<file path="src/rtl/cdb_arbiter.sv">
`default_nettype none
// ============================================================================
// Module      : cdb_arbiter
// Description : Common-data-bus writeback arbiter. The ALU, MUL and LSU each
//               own a small FIFO. One queue head per cycle is granted into a
//               registered broadcast slot, and the slot honours
//               valid/ready backpressure from the consumer.
//               Build option: define CDB_ARB_RR_EN to select round-robin
//               arbitration. The search starts after the last grant, in the
//               order ALU, MUL, LSU. Without the macro, fixed priority is used
//               (LSU > MUL > ALU).
// Revision    : 1.0 - initial release
// ============================================================================
module cdb_arbiter #(
    parameter int DATA_W = 32,
    parameter int IDX_W  = 5,
    parameter int QDEPTH = 2
) (
    input  logic              clk_i,
    input  logic              reset_i,

    input  logic              alu_valid_i,
    input  logic [DATA_W-1:0] alu_value_i,
    input  logic [IDX_W-1:0]  alu_rob_idx_i,
    output logic              alu_ready_o,

    input  logic              mul_valid_i,
    input  logic [DATA_W-1:0] mul_value_i,
    input  logic [IDX_W-1:0]  mul_rob_idx_i,
    output logic              mul_ready_o,

    input  logic              lsu_valid_i,
    input  logic [DATA_W-1:0] lsu_value_i,
    input  logic [IDX_W-1:0]  lsu_rob_idx_i,
    output logic              lsu_ready_o,

    output logic              cdb_valid_o,
    output logic [DATA_W-1:0] cdb_value_o,
    output logic [IDX_W-1:0]  cdb_rob_idx_o,
    output logic [1:0]        cdb_src_o,
    input  logic              cdb_ready_i
);

    localparam int C_PTR_W = (QDEPTH > 1) ? $clog2(QDEPTH) : 1;
    localparam int C_CNT_W = $clog2(QDEPTH) + 1;

    localparam logic [C_CNT_W-1:0] C_FULL    = C_CNT_W'(QDEPTH);
    localparam logic [C_CNT_W-1:0] C_CNT_ONE = C_CNT_W'(1);
    localparam logic [C_PTR_W-1:0] C_PTR_ONE = C_PTR_W'(1);

    // Source encodings double as unit indices into the per-unit arrays
    localparam logic [1:0] C_SRC_ALU = 2'd0;
    localparam logic [1:0] C_SRC_MUL = 2'd1;
    localparam logic [1:0] C_SRC_LSU = 2'd2;

    logic [2:0]        w_in_valid;
    logic [DATA_W-1:0] w_in_value   [3];
    logic [IDX_W-1:0]  w_in_idx     [3];
    logic [2:0]        w_ready;
    logic [2:0]        w_nonempty;
    logic [2:0]        w_push;
    logic [2:0]        w_grant;
    logic [DATA_W-1:0] w_head_value [3];
    logic [IDX_W-1:0]  w_head_idx   [3];

    logic              w_load;
    logic              w_any;
    logic [1:0]        w_sel;
    logic [DATA_W-1:0] w_sel_value;
    logic [IDX_W-1:0]  w_sel_idx;

    logic              r_cdb_valid;
    logic [DATA_W-1:0] r_cdb_value;
    logic [IDX_W-1:0]  r_cdb_idx;
    logic [1:0]        r_cdb_src;

    assign w_in_valid    = {lsu_valid_i, mul_valid_i, alu_valid_i};
    assign w_in_value[0] = alu_value_i;
    assign w_in_value[1] = mul_value_i;
    assign w_in_value[2] = lsu_value_i;
    assign w_in_idx[0]   = alu_rob_idx_i;
    assign w_in_idx[1]   = mul_rob_idx_i;
    assign w_in_idx[2]   = lsu_rob_idx_i;

    // Per-unit FIFO. Ready comes only from the registered count, so a full
    // queue that pops this cycle still refuses the push until the next cycle.
    for (genvar u = 0; u < 3; u++) begin : g_unit
        logic [DATA_W-1:0]  r_mem_value [QDEPTH];
        logic [IDX_W-1:0]   r_mem_idx   [QDEPTH];
        logic [C_PTR_W-1:0] r_head;
        logic [C_PTR_W-1:0] r_tail;
        logic [C_CNT_W-1:0] r_count;

        assign w_ready[u]      = (r_count < C_FULL);
        assign w_nonempty[u]   = (r_count != '0);
        assign w_push[u]       = w_in_valid[u] & w_ready[u];
        assign w_head_value[u] = r_mem_value[r_head];
        assign w_head_idx[u]   = r_mem_idx[r_head];

        // Storage write at the tail. Data needs no reset because count gates visibility.
        always_ff @(posedge clk_i) begin
            if (w_push[u]) begin
                r_mem_value[r_tail] <= w_in_value[u];
                r_mem_idx[r_tail]   <= w_in_idx[u];
            end
        end

        // Pointer and count bookkeeping. Pointers wrap because the depth is a power of two.
        always_ff @(posedge clk_i) begin
            if (reset_i) begin
                r_head  <= '0;
                r_tail  <= '0;
                r_count <= '0;
            end else begin
                if (w_push[u]) begin
                    r_tail <= r_tail + C_PTR_ONE;
                end
                if (w_grant[u]) begin
                    r_head <= r_head + C_PTR_ONE;
                end
                case ({w_push[u], w_grant[u]})
                    2'b10:   r_count <= r_count + C_CNT_ONE;
                    2'b01:   r_count <= r_count - C_CNT_ONE;
                    default: r_count <= r_count;
                endcase
            end
        end
    end

    assign w_load = !r_cdb_valid || cdb_ready_i;
    assign w_any  = |w_nonempty;

`ifdef CDB_ARB_RR_EN
    logic [1:0] r_last;

    // Round-robin choice: begin searching one past the most recent grant
    always_comb begin
        w_sel = C_SRC_ALU;
        case (r_last)
            C_SRC_ALU: begin
                if (w_nonempty[1])      w_sel = C_SRC_MUL;
                else if (w_nonempty[2]) w_sel = C_SRC_LSU;
                else                    w_sel = C_SRC_ALU;
            end
            C_SRC_MUL: begin
                if (w_nonempty[2])      w_sel = C_SRC_LSU;
                else if (w_nonempty[0]) w_sel = C_SRC_ALU;
                else                    w_sel = C_SRC_MUL;
            end
            default: begin
                if (w_nonempty[0])      w_sel = C_SRC_ALU;
                else if (w_nonempty[1]) w_sel = C_SRC_MUL;
                else                    w_sel = C_SRC_LSU;
            end
        endcase
    end

    // Remember the winner only when a grant actually happens
    always_ff @(posedge clk_i) begin
        if (reset_i) begin
            r_last <= C_SRC_LSU;
        end else if (|w_grant) begin
            r_last <= w_sel;
        end
    end
`else
    // Fixed priority: LSU first, then MUL, then ALU
    always_comb begin
        w_sel = C_SRC_ALU;
        if (w_nonempty[2])      w_sel = C_SRC_LSU;
        else if (w_nonempty[1]) w_sel = C_SRC_MUL;
        else                    w_sel = C_SRC_ALU;
    end
`endif

    // One-hot pop for the selected queue, and only when the slot can load
    assign w_grant = (w_load && w_any) ? (3'b001 << w_sel) : 3'b000;

    // Head of the selected queue, presented to the broadcast register
    always_comb begin
        w_sel_value = w_head_value[0];
        w_sel_idx   = w_head_idx[0];
        case (w_sel)
            C_SRC_MUL: begin
                w_sel_value = w_head_value[1];
                w_sel_idx   = w_head_idx[1];
            end
            C_SRC_LSU: begin
                w_sel_value = w_head_value[2];
                w_sel_idx   = w_head_idx[2];
            end
            default: begin
                w_sel_value = w_head_value[0];
                w_sel_idx   = w_head_idx[0];
            end
        endcase
    end

    // Broadcast slot: loads when empty or consumed, and holds under backpressure
    always_ff @(posedge clk_i) begin
        if (reset_i) begin
            r_cdb_valid <= 1'b0;
            r_cdb_value <= '0;
            r_cdb_idx   <= '0;
            r_cdb_src   <= C_SRC_ALU;
        end else if (w_load) begin
            r_cdb_valid <= w_any;
            if (w_any) begin
                r_cdb_value <= w_sel_value;
                r_cdb_idx   <= w_sel_idx;
                r_cdb_src   <= w_sel;
            end
        end
    end

    assign alu_ready_o   = w_ready[0];
    assign mul_ready_o   = w_ready[1];
    assign lsu_ready_o   = w_ready[2];
    assign cdb_valid_o   = r_cdb_valid;
    assign cdb_value_o   = r_cdb_value;
    assign cdb_rob_idx_o = r_cdb_idx;
    assign cdb_src_o     = r_cdb_src;

endmodule
`default_nettype wire

</file>
<file path="config.mk">
export PLATFORM = sky130hd
export DESIGN_NAME = cdb_arbiter
export DESIGN_NICKNAME = d
export VERILOG_FILES = /design/src/rtl/cdb_arbiter.sv
export SDC_FILE = /design/constraint.sdc
export NUM_CORES = 1
export LEC_CHECK = 0
export CORE_MARGIN = 2
export CORE_UTILIZATION = 48
export DETAILED_ROUTE_END_ITERATION = 10
export PLACE_DENSITY = 0.76
export RECOVER_POWER = 100
export SLEW_MARGIN = 5
export SYNTH_ARGS = -nofsm -noshare
export SYNTH_HDL_FRONTEND = slang
export SYNTH_SLANG_ARGS = --single-unit
</file>
<file path="constraint.sdc">
create_clock -name clk_i -period 2.55 [get_ports clk_i]
set_clock_uncertainty 0.15 [all_clocks]
set_input_delay 0.51 -clock clk_i [delete_from_list [all_inputs] [get_ports clk_i]]
set_output_delay 0.51 -clock clk_i [all_outputs]
set_load 0.02 [all_outputs]
</file>
Word-level counts from Yosys, hierarchy flattened
Memories as Yosys holds them, arrays and structs flattened. A register that Yosys moved wholly into a read port is not among the register bits.
Index checks and enable logic that the tools add are counted.
W data, S select, Z words.
{ "classes": {"reduce_logical": 11, "n_mul": 0, "shifts": 1, "n_addsub": 12, "n_eq_ne": 8, "n_mux": 26, "magnitude_cmp": 3, "n_bitwise": 3, "n_div": 0} }
{ "op_table": {"columns": ["operator", "n"], "rows": [
  ["$pmux W32 S2", 1],
  ["$mux W1", 19],
  ["$pmux W2 S2", 3],
  ["$reduce_bool A2 Y1", 6],
  ["$pmux W5 S2", 1],
  ["$eq A2 B1 Y1 const B", 4],
  ["$eq A2 B2 Y1 const B", 4],
  ["$add A1 B1 Y1 const B", 6],
  ["$add A2 B1 Y2 const B", 3],
  ["$lt A2 B2 Y1 const B", 3],
  ["$sub A2 B1 Y2 const B", 3],
  ["$and A1 B1 Y1", 3],
  ["$mux W3", 1],
  ["$reduce_or A3 Y1", 1],
  ["$shl A1 B2 Y3 const A", 1],
  ["$mux W2", 1],
  ["$reduce_and A2 Y1", 1],
  ["$logic_and A1 B1 Y1", 1],
  ["$logic_not A1 Y1", 1],
  ["$logic_or A1 B1 Y1", 1]
]} }
{ "totals": {"memories": 6, "latchBits": 0, "mem_bits_rw": 222, "mem_bits_ro": 0, "output_inout_bits": 43, "input_bits": 117, "regBits": 52} }
{ "mem_list": {"columns": ["memory", "depth", "word_bits", "rd", "rd_ports_with_merged_regs", "write_ports", "line", "source"], "rows": [
  ["g_unit[0].r_mem_value", 2, 32, 1, 1, 1, "88", "logic [DATA_W-1:0] r_mem_value [QDEPTH];"],
  ["g_unit[1].r_mem_value", 2, 32, 1, 1, 1, "88", null],
  ["g_unit[2].r_mem_value", 2, 32, 1, 1, 1, "88", null],
  ["g_unit[0].r_mem_idx", 2, 5, 1, 1, 1, "89", "logic [IDX_W-1:0] r_mem_idx [QDEPTH];"],
  ["g_unit[1].r_mem_idx", 2, 5, 1, 1, 1, "89", null],
  ["g_unit[2].r_mem_idx", 2, 5, 1, 1, 1, "89", null]
]} }

Depth between registers and ports, before layout
Gate-level depths: netlist of the first run.
{ "depth": {"word_depth": 7, "mapped_depth": 6, "ltp_nobuf": 6} }

Worst setup path after synthesis of the first run
OpenSTA, ideal clock, no wires.
{ "synth_path": {"kind": "register -> register", "startpoint": "register g_unit[2].r_count[1]", "endpoint": "memory g_unit[2].r_mem_idx[0][0] (enable)", "setup_slack_ps": -272, "required_time_ps": 1969, "arrival_time_ps": 2241, "path_stages_with_launch": 4, "synth_period_minus_slack_ps": 2822, "setup_ps": 431, "path_buffers": 0, "path_cell_list": "dfxtp_1 inv_1 nand2_1 nor2_1"} }
{ "synth_between": {"elab_chain_len": 4} }
{ "synth_rtl": {"columns": ["item", "line", "source"], "rows": [
  ["start: declaration", "92", "logic [C_CNT_W-1:0] r_count;"],
  ["start signal: assignment", "122", "2'b10: r_count <= r_count + C_CNT_ONE;"],
  ["start signal: assignment", "123", "2'b01: r_count <= r_count - C_CNT_ONE;"],
  ["start signal: assignment", "124", "default: r_count <= r_count;"],
  ["$lt A2 B2 Y1", "94", "assign w_ready[u] = (r_count < C_FULL);"],
  ["via lsu_ready_o", "35", "output logic lsu_ready_o,"],
  ["$and A1 B1 Y1", "96", "assign w_push[u] = w_in_valid[u] & w_ready[u];"],
  ["$mux W1", "102", "if (w_push[u]) begin"],
  ["$mux W1 (not written as such)", "104", "r_mem_idx[r_tail] <= w_in_idx[u];"],
  ["end: declaration", "89", null]
]} }
The timed path passes the listed nets, and every way through them passes these cells.

Worst setup path after layout of the first run
{ "layout_path": {"startpoint": "register g_unit[1].r_count[1]", "endpoint": "output port mul_ready_o"} }
{ "layout_between": {"elab_chain_len": 1} }
{ "layout_rtl": {"columns": ["item", "line", "source"], "rows": [
  ["start: declaration", "92", null],
  ["start signal: assignment", "122", null],
  ["start signal: assignment", "123", null],
  ["start signal: assignment", "124", null],
  ["$lt A2 B2 Y1", "94", null],
  ["end: declaration", "30", "output logic mul_ready_o,"]
]} }
No other way between the ends.

==> results of run 1 <==
==> synth_stat cells, types with 2 or more instances <==
library cell	count
nand2_1	39
a21oi_1	5
a32o_1	36
ha_1	3
o21ai_0	3
nor2_1	21
xor2_1	6
mux2i_1	111
xnor2_1	6
or3_1	3
clkbuf_1	2
buf_2	19
a22oi_1	36
buf_6	4
buf_4	6
and3_1	3
edfxtp_1	222
dfxtp_1	55
inv_1	4
==> worst max path at each step <==
stage | startpoint | endpoint | slack (ns) | depth (start not counted)
after floorplan | g_unit[2].r_count[1]$_SDFFE_PP0P_ | g_unit[2].r_mem_idx[0][0]$_DFFE_PP_ | 0.34 | 3
after global placement | cdb_ready_i | cdb_value_o[24]$_SDFFE_PP0N_ | 0.07 | 5
after detailed placement | cdb_ready_i | cdb_value_o[19]$_SDFFE_PP0N_ | -0.03 | 5
after CTS | g_unit[2].r_count[1]$_SDFFE_PP0P_ | lsu_ready_o | 0.24 | 2
after global routing | g_unit[1].r_count[1]$_SDFFE_PP0P_ | mul_ready_o | 0.19 | 2
final | g_unit[1].r_count[1]$_SDFFE_PP0P_ | mul_ready_o | 0.26 | 2
==> power by group through the flow <==
stage                     Sequential (mW)  Clock, mW  Combinational (mW)
final                                6.45       3.74                4.62
after detailed placement             6.53          0                4.87
after CTS                            6.44       3.81                4.90
after floorplan                      6.63          0                2.95
after global routing                 6.53       4.02                4.98
after global placement               6.48          0                4.69
==> area by class of cell <==
type | instances | area [um2] | area share [%]
flip-flops and latches | 277 | 7771 | 59.61
multi-input cells | 284 | 2325 | 17.83
repair buffers | 177 | 1733 | 13.29
clock buffers | 41 | 778.2 | 5.969
well taps | 275 | 344.1 | 2.639
clock inverters | 8 | 71.32 | 0.5470
inverters | 4 | 15.01 | 0.1152
==> through the flow <==
step	power, mW	instances	hold slack (ns)	TNS, ns
3_3_place_gp	11.17	1017	0.3014	0
4_1_cts	15.15	1066	0.3276	0
6_report	14.81	1066	0.3187	0
2_1_floorplan	9.582	597	0.3214	0
5_1_grt	15.53	1066	0.3421	0
3_5_place_dp	11.40	1017	0.3091	-0.09684
==> layer usage <==
layer  vias up  track usage (%)  part of all wire [%]
met2       189            32.43                    51
met1      2916            24.79                    41
met5         -                0                     0
met4         0            4.717                   1.6
li1       2687                -                     -
met3        26            3.364                   6.4
==> critical path: stages, from the launching register on <==
cell and delay [ns]:
dfxtp_1 0.45, inv_1 0.12, clkdlybuf4s50_1 0.55
==> kinds of logic after synthesis <==
| kind of cell | Yosys count | share of synthesized area (%) |
|---|---|---|
| compound gates | 84 | 6.852 |
| xor+xnor | 12 | 1.022 |
| fa+ha+maj | 3 | 0.3651 |
| buf+inv | 36 | 2.057 |
| flops | 277 | 75.55 |
| mux | 111 | 10.81 |
| simple gates | 74 | 3.347 |
==> sequential cells by signal (all words and copies together) (netlist names), named ones only <==
signal	cells
g_unit.r_tail	3
cdb_src_o	2
g_unit.r_mem_value	192
g_unit.r_head	3
cdb_rob_idx_o	5
g_unit.r_count	6
cdb_value_o	32
cdb_valid_o	1
g_unit.r_mem_idx	30
==> metrics.md, run 1 <==
| Metric | Value |
|---|---|
| FF-to-FF End | g_unit[1].r_count[1]$_SDFFE_PP0P_ |
| Tot GR Track Use | 18.80% |
| Placed wire-length estimate | 13.90 mm |
| Commonest non-fill, non-tap cell in the layout | edfxtp_1 |
| Largest net degree at the start of global routing | 38 |
| Final Max Slew Viols | 0 |
| Final setup viols | 0 |
| Starting DRT DRC Count | approximately 440 |
| Worst-Margin Slew | 1.161 ns |
| Worst path required time | 1.89 ns |
| Crit path time final | 2.291 ns |
| Setup crit end kind | output port |
| Synth top area share | 64.84% |
| Top FF cell, synth | edfxtp_1 |
| TritonCTS Sinks | between 200 and 300 |
| Placed Area | 12290 um2 |
| Rows | 53 |
| Post-CTS setup buffers | 0 |
| Hold Crit Start | cdb_value_o[24]$_SDFFE_PP0N_ |
| Most frequent cells in the layout | edfxtp_1, dlygate4sd3_1, mux2i_1, dfxtp_1, nand2_1 |
| Initial antenna violation count | 0 |
| Die area | between 20000 and 25000 um2 |
| Worst-path fanout max | 5 |
| Final setup margin | 0.2586 ns |
| Fill count | 1519 |
| Synthesized Nets | 717 |
| Clock power frac | approximately a quarter |
| Async S/R FF share, synth | 0% |
| Seq/Total Area, Yosys | 75.55% |
| Status | finished, final reports clean |
| Fmax achieved | 436.4 MHz |
| Combinational share of power | 31.2% |
| Pre-CTS WS | -0.03092 ns |
| Pwr/cell area | ~1100 nW/um2 |
| FF-to-FF setup slack | 0.33 ns |
| Initial Util | 48.91% |
| DRT Pass-1 Iters | 5 |
| Post-synth EDFFs | around 220 |
| Cts hold-fix bufs | 0 |
| Clock-pin slew on the worst setup and hold paths | roughly 0.06 ns |
| Nets | 891 |
| DRC | 0 |
| Yosys cell types | 32 |
| I/O pin cnt | 160 |
| Global-route wire length before repair | 31.95 mm |
| Most area-consuming cells after synthesis | edfxtp_1, mux2i_1, dfxtp_1 |
| Via count | 5818 |
| P_int | 10.08 mW |
| Psw | ~4.7 mW |
| Reg2reg start | g_unit[2].r_count[1]$_SDFFE_PP0P_ |
| Vias in the first global route | 6038 |
| Fraction of layout cells with a size suffix above 1 | 9.102% |
| Die height | 150.4 um |
| Sw Ratio | 31.93% |
| Worst min path class | register to register |
| Seq pwr share | 43.6% |
| Peak VDD IR | 0.8257 mV |
| PortBufs | between 150 and 200 |
| Antenna viol nets, final | 0 |
| Area grow syn2layout | 26.81% |
| Cell count after synthesis | 597 |
| Vias per cell | approximately 5.5 |
| YS warnings | 0 |
| Clock tree buffer depth | 3 |
| Syn Area/Cell | ~17 um2 |
| Hold Path End | cdb_value_o[24]$_SDFFE_PP0N_ |
| GP Congestion | ~0.80 |
| Grt total ovfl | 0 |
| Die W | 150.4 um |
| Data arrival time of the worst path | around 1.6 ns |
| P_leak | about 4.5 nW |
| Clk root buf | clkbuf_16 |
| Period utilization | about 90% |
| Reg2Reg Depth | 5 |
| H-Tree Depth | 1 |
| Largest area contributor in the netlist | edfxtp_1 |
| Wire length per cell | 20.22 um |
| WHS Path Cells | 1 |
| Seq cells post-synth | 277 |
| Final core occ | roughly 62% |
| RSZ-0062 raised after global routing | false |
| Number of buffers created by CTS | 27 |
| Floorplan core area | 21020 um2 |
| Diodes inserted | 0 |
| Synth Cell Area | 10280 um2 |
| Critical path class | register to output port |
| Clock latency at the later pin of the worst-skew pair | 0.51 ns |
| Detailed Route WL | 21.55 mm |
| Hold Vio Cnt, Final | 0 |
| TritonCTS clock tree | built |
| Post-cts resize count | 0 |
| CP Launch Type | register |
| Max-cap viol count | 0 |
| Final Cell Area | 13040 um2 |
| Worst slew margin | 22.63% |
(Power assumes the default switching activity.)
==> run 2: changes to the inputs <==
Settings changed: CELL_PAD_IN_SITES_DETAIL_PLACEMENT set to 1, CELL_PAD_IN_SITES_GLOBAL_PLACEMENT set to 2, CORE_UTILIZATION 48 to 35, CTS_CLUSTER_SIZE set to 10.
==> metrics.md, run 2 (synthesis gave the netlist of run 1 again) <==
| Metric | Value |
|---|---|
| Placed wire-length estimate | 15.85 mm (+14%) |
| Register area | 7771 um2 (unchanged) |
| RSZ-0062 raised after global routing | false |
| TritonCTS clock tree | built |
| Clock tree buffer depth | 3 (unchanged) |
| Die area | 30760 um2 (+36%) |
| Post-CTS setup buffers | 0 (unchanged) |
| Final Max Slew Viols | 0 (unchanged) |
| Tot GR Track Use | 16.27% (-2.5 points) |
| Data arrival time of the worst path | 1.69 ns (+0.06 ns) |
| Starting DRT DRC Count | 369 (-16%) |
| Fill count | 2804 (+85%) |
| WHS Path Cells | 1 (unchanged) |
| Nets | 897 (+0.67%) |
| Detailed Route WL | 25.04 mm (+16%) |
| Worst-Margin Slew | 1.222 ns (+0.06131 ns) |
| Peak VDD IR | 0.8532 mV (+3.3%) |
| Global-route wire length before repair | 38.01 mm (+19%) |
| Setup crit end kind | output port |
| Initial antenna violation count | 3 (+3) |
| Die W | 175.4 um (+17%) |
| Clock latency at the later pin of the worst-skew pair | 0.49 ns (-0.02 ns) |
| Worst path required time | 1.89 ns (about the same) |
| Grt total ovfl | 0 (unchanged) |
| Clock-pin slew on the worst setup and hold paths | 0.05 ns (about the same) |
| GP Congestion | 0.7485 (-6.7%) |
| Final core occ | 46.50% (-16 points) |
| Worst slew margin | 18.55% (-4.1 points) |
| Placed Area | 12450 um2 (+1.3%) |
| Worst-path fanout max | 5 (unchanged) |
| Number of buffers created by CTS | 34 (+26%) |
| Vias per cell | 4.976 (-8.8%) |
| Wire length per cell | 21.09 um (+4.3%) |
| Max reg flops | 192 (unchanged) |
| Floorplan core area | 28780 um2 (+37%) |
| PortBufs | 159 (unchanged) |
| Via count | 5907 (+1.5%) |
| Reg2Reg Depth | 5 (unchanged) |
| Period utilization | 92.32% (+2.5 points) |
| Status | finished, final reports clean |
| Worst min path class | register to register |
| Largest net degree at the start of global routing | 38 (unchanged) |
| Cts hold-fix bufs | 0 (unchanged) |
| Critical path class | register to output port |
| Rows | 62 (+17%) |
| Setup TNS | 0 ns (unchanged) |
| Multi-input gate area | 2325 um2 (unchanged) |
| Post-cts resize count | 0 (unchanged) |
| Max-cap viol count | 0 (unchanged) |
| Clk root buf | clkbuf_16 |
| Vias in the first global route | 6774 (+12%) |
| Fraction of layout cells with a size suffix above 1 | 8.978% (-0.12 points) |
| P_leak | 4.555 nW (+1.9%) |
| Hold Vio Cnt, Final | 0 (unchanged) |
| CP Launch Type | register |
| Most frequent cells in the layout | edfxtp_1, dlygate4sd3_1, mux2i_1, dfxtp_1, nand2_1 |
| Register bank with the most flops | g_unit.r_mem_value |
| Crit path time final | 2.354 ns (+0.06272 ns) |
| Final Cell Area | 13380 um2 (+2.6%) |
| I/O pin cnt | 160 (unchanged) |
| Final setup viols | 0 (unchanged) |
| H-Tree Depth | 2 (+1) |
| TritonCTS Sinks | 277 (unchanged) |
| Pwr/cell area | 1170 nW/um2 (+3.0%) |
| DRC | 0 (unchanged) |
| Antenna viol nets, final | 0 (unchanged) |
| Die height | 175.4 um (+17%) |
| Initial Util | 35.72% (-13 points) |
| Area grow syn2layout | 30.17% |
| Fmax achieved | 424.8 MHz (-2.7%) |
| DRT Pass-1 Iters | 4 (-1) |
| Commonest non-fill, non-tap cell in the layout | edfxtp_1 |
==> run 2: final cells by class <==
class	instances	area share [%]
multi-input combinational	284	17.37
clock inverter	1	0.03740
clock buffer	60	7.713
timing repair buffer	176	13.09
inverter	4	0.1122
sequential	277	58.07
antenna	1	0.01870
tap	384	3.590
==> run 2: power by group <==
part	internal, mW	switching, mW	total, mW
clock	2.73	1.70	4.43
combinational	1.88	2.93	4.81
sequential	6.03	0.399	6.42
total	10.6	5.03	15.7
==> run 2: final timing paths <==
path	startpoint	to	slack (ns)
max	g_unit[1].r_count[1]$_SDFFE_PP0P_	mul_ready_o	0.20
min	cdb_value_o[19]$_SDFFE_PP0N_	cdb_value_o[19]$_SDFFE_PP0N_	0.33
max reg2reg	g_unit[2].r_count[0]$_SDFFE_PP0P_	g_unit[1].r_count[1]$_SDFFE_PP0P_	0.25
min reg2reg	cdb_value_o[19]$_SDFFE_PP0N_	cdb_value_o[19]$_SDFFE_PP0N_	0.33
==> run 2: critical path, cell delays in order, from the launching register on <==
cell,delay (ns)
dfxtp_1,0.44
inv_1,0.11
dlygate4sd3_1,0.66
==> run 2: routing by layer <==
| metal | up-vias | wire length (um) | track usage (%) |
|---|---|---|---|
| met1 | 3004 | 10190 | 19.36 |
| met5 | - | 27 | 0 |
| met3 | 39 | 1245 | 3.593 |
| li1 | 2703 | - | - |
| met2 | 157 | 13120 | 29.40 |
| met4 | 4 | 457 | 4.826 |
==> run 2: per-stage QoR <==
step                hold slack (ns)  instances  setup slack, ns  power (mW)
floorplan                    0.3214        597           0.3375       9.582
finish                       0.3262       1187           0.1959       15.66
global placement             0.3035       1125          0.01427       11.35
detailed placement           0.3126       1125          -0.1052       11.61
CTS                          0.3367       1186           0.2354       16.14
global route                 0.3528       1186           0.1167       16.49
